`config.mk`:
```
export PLATFORM = sky130hd
export DESIGN_NAME = bforge_apb_req_arbiter
export DESIGN_NICKNAME = d
export VERILOG_FILES = /design/src/rtl/bforge_apb_req_arbiter.sv
export SDC_FILE = /design/constraint.sdc
export NUM_CORES = 1
export LEC_CHECK = 0
export CORE_AREA = 2 2 167 169
export CTS_CLUSTER_SIZE = 14
export DETAILED_ROUTE_END_ITERATION = 7
export DIE_AREA = 0 0 169 171
export GPL_TIMING_DRIVEN = 0
export PLACE_DENSITY_LB_ADDON = 0.2
export SETUP_SLACK_MARGIN = 0.5
export SLEW_MARGIN = 25
export SYNTH_ARGS = -nofsm -noshare
export SYNTH_HDL_FRONTEND = slang
export SYNTH_SLANG_ARGS = --single-unit
```
`constraint.sdc`:
```
create_clock -name pclk -period 5 [get_ports pclk]
set_input_delay 0.75 -clock pclk [delete_from_list [all_inputs] [get_ports pclk]]
set_output_delay 0.75 -clock pclk [all_outputs]
set_load 0.03 [all_outputs]
```
`src/rtl/bforge_apb_req_arbiter.sv`:
```
// bforge_apb_req_arbiter
//   Round-robin arbiter for NUM_REQ simple request channels. It runs the
//   winning request through the APB SETUP and ACCESS phases on one shared
//   bus and returns the response to the requester that owns the transfer.
//
// Optional feature macro: BFORGE_APB_TIMEOUT_EN
//   When defined, an ACCESS phase that stays in wait states for
//   TIMEOUT_CYCLES cycles is aborted. The owner then gets an error response
//   and timeout pulses for one cycle. When undefined, ACCESS waits forever
//   and timeout is tied low.
//
// Ports
//   pclk, presetn            clock, async active-low reset
//   req_valid/req_ready      per-requester handshake (req_ready one-hot or 0)
//   req_addr/_write/_wdata/_strb   packed per-requester payload, slice i = requester i
//   rsp_valid                one-cycle completion pulse to the owner
//   rsp_rdata, rsp_err       shared response, qualified by rsp_valid
//   timeout                  one-cycle ACCESS timeout pulse
//   psel..pstrb, prdata, pready, pslverr   APB master side
//
// state  | meaning
// -------+---------------------------------------------------------------
// IDLE   | arbitrate; accept the granted request into the APB registers
// SETUP  | psel=1, penable=0 for one cycle
// ACCESS | psel=1, penable=1 until pready (or timeout abort)
module bforge_apb_req_arbiter #(
  parameter int NUM_REQ        = 4,
  parameter int ADDR_WIDTH     = 32,
  parameter int DATA_WIDTH     = 32,
  parameter int TIMEOUT_CYCLES = 16,
  parameter int STRB_WIDTH     = DATA_WIDTH / 8
) (
  input  logic                          pclk,
  input  logic                          presetn,
  input  logic [NUM_REQ-1:0]            req_valid,
  output logic [NUM_REQ-1:0]            req_ready,
  input  logic [NUM_REQ*ADDR_WIDTH-1:0] req_addr,
  input  logic [NUM_REQ-1:0]            req_write,
  input  logic [NUM_REQ*DATA_WIDTH-1:0] req_wdata,
  input  logic [NUM_REQ*STRB_WIDTH-1:0] req_strb,
  output logic [NUM_REQ-1:0]            rsp_valid,
  output logic [DATA_WIDTH-1:0]         rsp_rdata,
  output logic                          rsp_err,
  output logic                          timeout,
  output logic                          psel,
  output logic                          penable,
  output logic                          pwrite,
  output logic [ADDR_WIDTH-1:0]         paddr,
  output logic [DATA_WIDTH-1:0]         pwdata,
  output logic [STRB_WIDTH-1:0]         pstrb,
  input  logic [DATA_WIDTH-1:0]         prdata,
  input  logic                          pready,
  input  logic                          pslverr
);

  localparam int PTR_W = $clog2(NUM_REQ);

  if (NUM_REQ < 2 || NUM_REQ > 8) begin : g_bad_num_req
    $error("bforge_apb_req_arbiter: NUM_REQ must be in 2..8");
  end
  if (DATA_WIDTH != 8 && DATA_WIDTH != 16 && DATA_WIDTH != 32) begin : g_bad_data_width
    $error("bforge_apb_req_arbiter: DATA_WIDTH must be 8, 16 or 32");
  end
  if (TIMEOUT_CYCLES < 1) begin : g_bad_timeout
    $error("bforge_apb_req_arbiter: TIMEOUT_CYCLES must be at least 1");
  end

  typedef enum logic [1:0] {
    ST_IDLE,
    ST_SETUP,
    ST_ACCESS
  } state_t;

  state_t                  state;
  logic [PTR_W-1:0]        last_grant;
  logic [PTR_W-1:0]        owner;
  logic [PTR_W-1:0]        grant_idx;
  logic [PTR_W-1:0]        cand;
  logic                    grant_found;
  logic [NUM_REQ-1:0]      owner_oh;
  logic [ADDR_WIDTH-1:0]   sel_addr;
  logic [DATA_WIDTH-1:0]   sel_wdata;
  logic [STRB_WIDTH-1:0]   sel_strb;
  logic                    sel_write;

  // Search starts just past the last winner and wraps, so the most recent
  // winner always has the lowest priority.
  always_comb begin
    grant_found = 1'b0;
    grant_idx   = '0;
    cand        = '0;
    for (int i = 1; i <= NUM_REQ; i++) begin
      cand = PTR_W'((int'(last_grant) + i) % NUM_REQ);
      if (!grant_found && req_valid[cand]) begin
        grant_found = 1'b1;
        grant_idx   = cand;
      end
    end
  end

  always_comb begin
    req_ready = '0;
    if (state == ST_IDLE && grant_found) req_ready[grant_idx] = 1'b1;
  end

  // Payload mux for the granted requester.
  always_comb begin
    sel_addr  = '0;
    sel_wdata = '0;
    sel_strb  = '0;
    sel_write = 1'b0;
    for (int i = 0; i < NUM_REQ; i++) begin
      if (grant_idx == PTR_W'(i)) begin
        sel_addr  = req_addr[i*ADDR_WIDTH +: ADDR_WIDTH];
        sel_wdata = req_wdata[i*DATA_WIDTH +: DATA_WIDTH];
        sel_strb  = req_strb[i*STRB_WIDTH +: STRB_WIDTH];
        sel_write = req_write[i];
      end
    end
  end

  always_comb begin
    owner_oh = '0;
    for (int i = 0; i < NUM_REQ; i++) owner_oh[i] = (owner == PTR_W'(i));
  end

`ifdef BFORGE_APB_TIMEOUT_EN
  localparam int TMR_W = $clog2(TIMEOUT_CYCLES + 1);
  // Down-counter of remaining wait states; abort when a wait cycle
  // arrives with the counter already at zero.
  logic [TMR_W-1:0] tmr;
`else
  assign timeout = 1'b0;
`endif

  always_ff @(posedge pclk or negedge presetn) begin
    if (!presetn) begin
      state      <= ST_IDLE;
      last_grant <= PTR_W'(NUM_REQ - 1);
      owner      <= '0;
      psel       <= 1'b0;
      penable    <= 1'b0;
      pwrite     <= 1'b0;
      paddr      <= '0;
      pwdata     <= '0;
      pstrb      <= '0;
      rsp_valid  <= '0;
      rsp_rdata  <= '0;
      rsp_err    <= 1'b0;
`ifdef BFORGE_APB_TIMEOUT_EN
      tmr        <= '0;
      timeout    <= 1'b0;
`endif
    end else begin
      rsp_valid <= '0;
`ifdef BFORGE_APB_TIMEOUT_EN
      timeout   <= 1'b0;
`endif
      case (state)
        ST_IDLE: begin
          if (grant_found) begin
            paddr      <= sel_addr;
            pwrite     <= sel_write;
            // Reads never drive data or strobes onto the bus.
            pwdata     <= sel_write ? sel_wdata : '0;
            pstrb      <= sel_write ? sel_strb  : '0;
            owner      <= grant_idx;
            last_grant <= grant_idx;
            psel       <= 1'b1;
            penable    <= 1'b0;
            state      <= ST_SETUP;
          end
        end
        ST_SETUP: begin
          penable <= 1'b1;
          state   <= ST_ACCESS;
`ifdef BFORGE_APB_TIMEOUT_EN
          tmr     <= TMR_W'(TIMEOUT_CYCLES - 1);
`endif
        end
        ST_ACCESS: begin
          if (pready) begin
            psel      <= 1'b0;
            penable   <= 1'b0;
            state     <= ST_IDLE;
            rsp_valid <= owner_oh;
            rsp_rdata <= pwrite ? '0 : prdata;
            rsp_err   <= pslverr;
          end
`ifdef BFORGE_APB_TIMEOUT_EN
          else if (tmr == '0) begin
            psel      <= 1'b0;
            penable   <= 1'b0;
            state     <= ST_IDLE;
            rsp_valid <= owner_oh;
            rsp_rdata <= '0;
            rsp_err   <= 1'b1;
            timeout   <= 1'b1;
          end else begin
            tmr <= tmr - TMR_W'(1);
          end
`endif
        end
        default: begin
          psel    <= 1'b0;
          penable <= 1'b0;
          state   <= ST_IDLE;
        end
      endcase
    end
  end

endmodule

```
==> results.ini <==
[final_layout]
layout.filler_cells = 2811
layout_commonest_cell = sky130_fd_sc_hd__clkdlybuf4s50_1
multi_input_comb_area_mm2 = 0.00318
post_route_cells_drive_above_1_share = 0.0583
final_cell_mix = sky130_fd_sc_hd__clkdlybuf4s50_1 (424), sky130_fd_sc_hd__nand2_1 (151), sky130_fd_sc_hd__nand3_1 (148)
seqCellArea_mm2 = 0.00283
final_net_count = 1521
postLayoutCoreUtil = 0.427
layout.cell_area.non_filler_mm2 = 0.0117
syn2layout_area_growth_pct = 82.4

[sta]
max_slew_headroom_at_the_worst_pin = 0.420
rsz0062_at_grt = false
final_hold_viol_count = 0
fmax_mhz = 240
final.setup_skew_ns = 0.0139
setup_violations = 0
final.period_utilization = 0.832
timing.final.max_slew_violations = 0
finalWorstPathRequiredPeriod_ns = 4.16
tightestPinTransition_ns = 0.870
fin_worst_hold_slack_ns = 0.254

[clocking]
cts-hold-fix-buffers = 0
clock_latency_ns = 0.42
clock_tree.buffer_depth = 2
cts-root-buf = sky130_fd_sc_hd__clkbuf_16
clock_sinks = 113
post_cts_buffers = 0
cts_tree = done
post_cts_resize_count = 1
cts-buffers-inserted = 17
cts_htree_levels = 4
worst_setup_hold_path_clk_slew_ns = 0.06

[floorplan]
floorplan.rows = 61
start_util = 0.234
fp.dieArea_mm2 = 0.0289
io-pin-count = 429
die_height_um = 171
coreArea_mm2 = 0.0273
fp.dieW_um = 169

[logic_synthesis]
synthesis.area_mm2 = 0.00640
synth_ff_type = sky130_fd_sc_hd__dfrtp_1
synth_warnings = 0
synth.distinct_cells = 39
number_of_instances_in_the_synthesized_netlist = 760
synthesis.nets = 1076
postSynthAreaPerCell_um2 = 8.42
synth_sequential_area_ratio = 0.442
synth_seq_cells = 113
ys_async_rst_share = 1.00
number_of_enable_flip_flop_cells_after_synthesis = 0

[pwr]
combPwrFrac = 0.600
power.share.clock = 0.167
cellInternalPower_mw = 3.64
power.switching_mw = 3.17
leakagePower_nw = 4.67
vdd.ir_drop.worst_uv = 216
cellPowerDensity_mw_per_mm2 = 584
seq_power_share = 0.233
p_sw_frac = 0.465

[flow_run]
cap_viol_max_count = 0

[critical_path]
crit_type = in -> out
crit_slowest_cell = sky130_fd_sc_hd__clkdlybuf4s50_1
cp.arrival_ns = 3.41
critical_path.max_stage_delay_ns = 0.63
crit_chain = clkdlybuf4s50_1 -> or2_1 -> o21ai_2 -> inv_2 -> clkbuf_1 -> nand2_1 -> nor2_1 -> clkdlybuf4s50_1
path_max_fanout = 10
worstPathRequired_ns = 4.25
startpoint_type = primary input
path_common_cell = sky130_fd_sc_hd__clkdlybuf4s50_1
timing.critical_path.max_delay_family = buffers and inverters
crit_path_end_kind = output port
critical_path.n_buffers_inverters = 4

[min_path]
timing.hold.worst.class = in -> async

[placed_design]
dp.final_hpwl_um = 24200
gp_routability_congestion = 0.830
port_buffers = 425
placed_instance_area_mm2 = 0.0111

[grt]
grt_use_total = 0.204
grt_max_degree = 59
first_global_vias = 7414
grt_overflow = 0
grt_antenna_before_repair = 0
grt_pass1_wl_um = 44400

[drt]
post_drt_wl_per_cell_um = 19.8
drt-initial-drc-count = 376
drtAntennaViolNets = 0
met3WireLength_um = 2500
wl_met2_um = 15200
vias_per_cell = 4.83
routed_wl_um = 31000
drt_first_pass_iters = 5
routed.top_layer = met4
drc_errors = 0
vias = 7559
wirelength_met1_um = 12700

[outcome]
status = completed

synthesized netlist by cell type (10+ instances only):
cell | count | area [um^2]
sky130_fd_sc_hd__dfrtp_1 | 111 | 2780
sky130_fd_sc_hd__nand3_1 | 148 | 741
sky130_fd_sc_hd__buf_2 | 10 | 50.1
sky130_fd_sc_hd__mux2_1 | 26 | 293
sky130_fd_sc_hd__o22ai_1 | 31 | 194
sky130_fd_sc_hd__clkbuf_1 | 43 | 161
sky130_fd_sc_hd__nand2_1 | 151 | 567
sky130_fd_sc_hd__o21ai_0 | 69 | 345
sky130_fd_sc_hd__a32o_1 | 36 | 360
sky130_fd_sc_hd__buf_6 | 12 | 135
sky130_fd_sc_hd__nand2b_1 | 33 | 206
sky130_fd_sc_hd__o21ai_1 | 27 | 135
sky130_fd_sc_hd__nor2_1 | 12 | 45.0
state kept, by name, indices dropped and copies added, names as in the netlist:
register / flops
pwrite: 1
penable: 1
rsp_rdata: 32
last_grant: 2
paddr: 32
rsp_valid: 4
pwdata: 32
psel: 1
rsp_err: 1
pstrb: 4
owner: 2
state: 1
logic make-up after synthesis:
group / after synthesis / synth area share
buffers and inverters: 76 / 0.0618
muxes: 31 / 0.0546
other: 1 / 0.000586
AOI/OAI and AO/OA: 180 / 0.182
DFF: 113 / 0.442
and+or+nand+nor: 359 / 0.259
layer usage:
| layer | vias up | global-route usage |
|---|---|---|
| met5 | - | 0 |
| met2 | 342 | 0.354 |
| li1 | 3612 | - |
| met3 | 34 | 0.0629 |
| met4 | 0 | 0.0509 |
| met1 | 3571 | 0.248 |
worst paths after layout:
check | start | to | slack [ns] | depth (start not counted)
worst max-delay path | req_valid[2] | req_ready[3] | 0.84 | 8
worst min-delay path | presetn | rsp_rdata[24]$_DFFE_PN0P_ | 0.25 | 1
worst max register to register | last_grant[0]$_DFFE_PN1P_ | paddr[29]$_DFFE_PN0P_ | 2.42 | 7
worst min register to register | rsp_rdata[10]$_DFFE_PN0P_ | rsp_rdata[10]$_DFFE_PN0P_ | 0.48 | 2
max in group asynchronous | presetn | last_grant[0]$_DFFE_PN1P_ | 4.03 | 2
min in group pclk | rsp_rdata[10]$_DFFE_PN0P_ | rsp_rdata[10]$_DFFE_PN0P_ | 0.48 | 2
area by class of cell:
cell class	count	area share
Sequential cell	113	0.243
Clock inverter	15	0.00954
Buffer	71	0.0323
Multi-Input combinational cell	571	0.273
Timing Repair Buffer	426	0.367
Inverter	5	0.00161
Clock buffer	17	0.0365
Antenna cell	1	0.000214
Tap cell	346	0.0371
power groups by stage:
stage	Sequential [mW]	Clock (mW)	Combinational [mW]
3_5_place_dp	1.59	0	4.14
2_1_floorplan	2.30	0	1.63
5_1_grt	1.63	1.20	4.42
3_3_place_gp	1.59	0	4.12
6_report	1.59	1.14	4.09
4_1_cts	1.59	1.16	4.15
metrics by stage:
stage | worst slack (ns) | total power [mW] | cells | TNS [ns]
after floorplan | 1.95 | 3.93 | 760 | 0
after global placement | -1.77 | 5.71 | 1531 | -195.55
after global routing | 0.679 | 7.25 | 1564 | 0
after CTS | 0.783 | 6.90 | 1564 | 0
after detailed placement | 0.487 | 5.73 | 1532 | 0
final | 0.839 | 6.81 | 1565 | 0
Power figures use the tool's default switching activity.
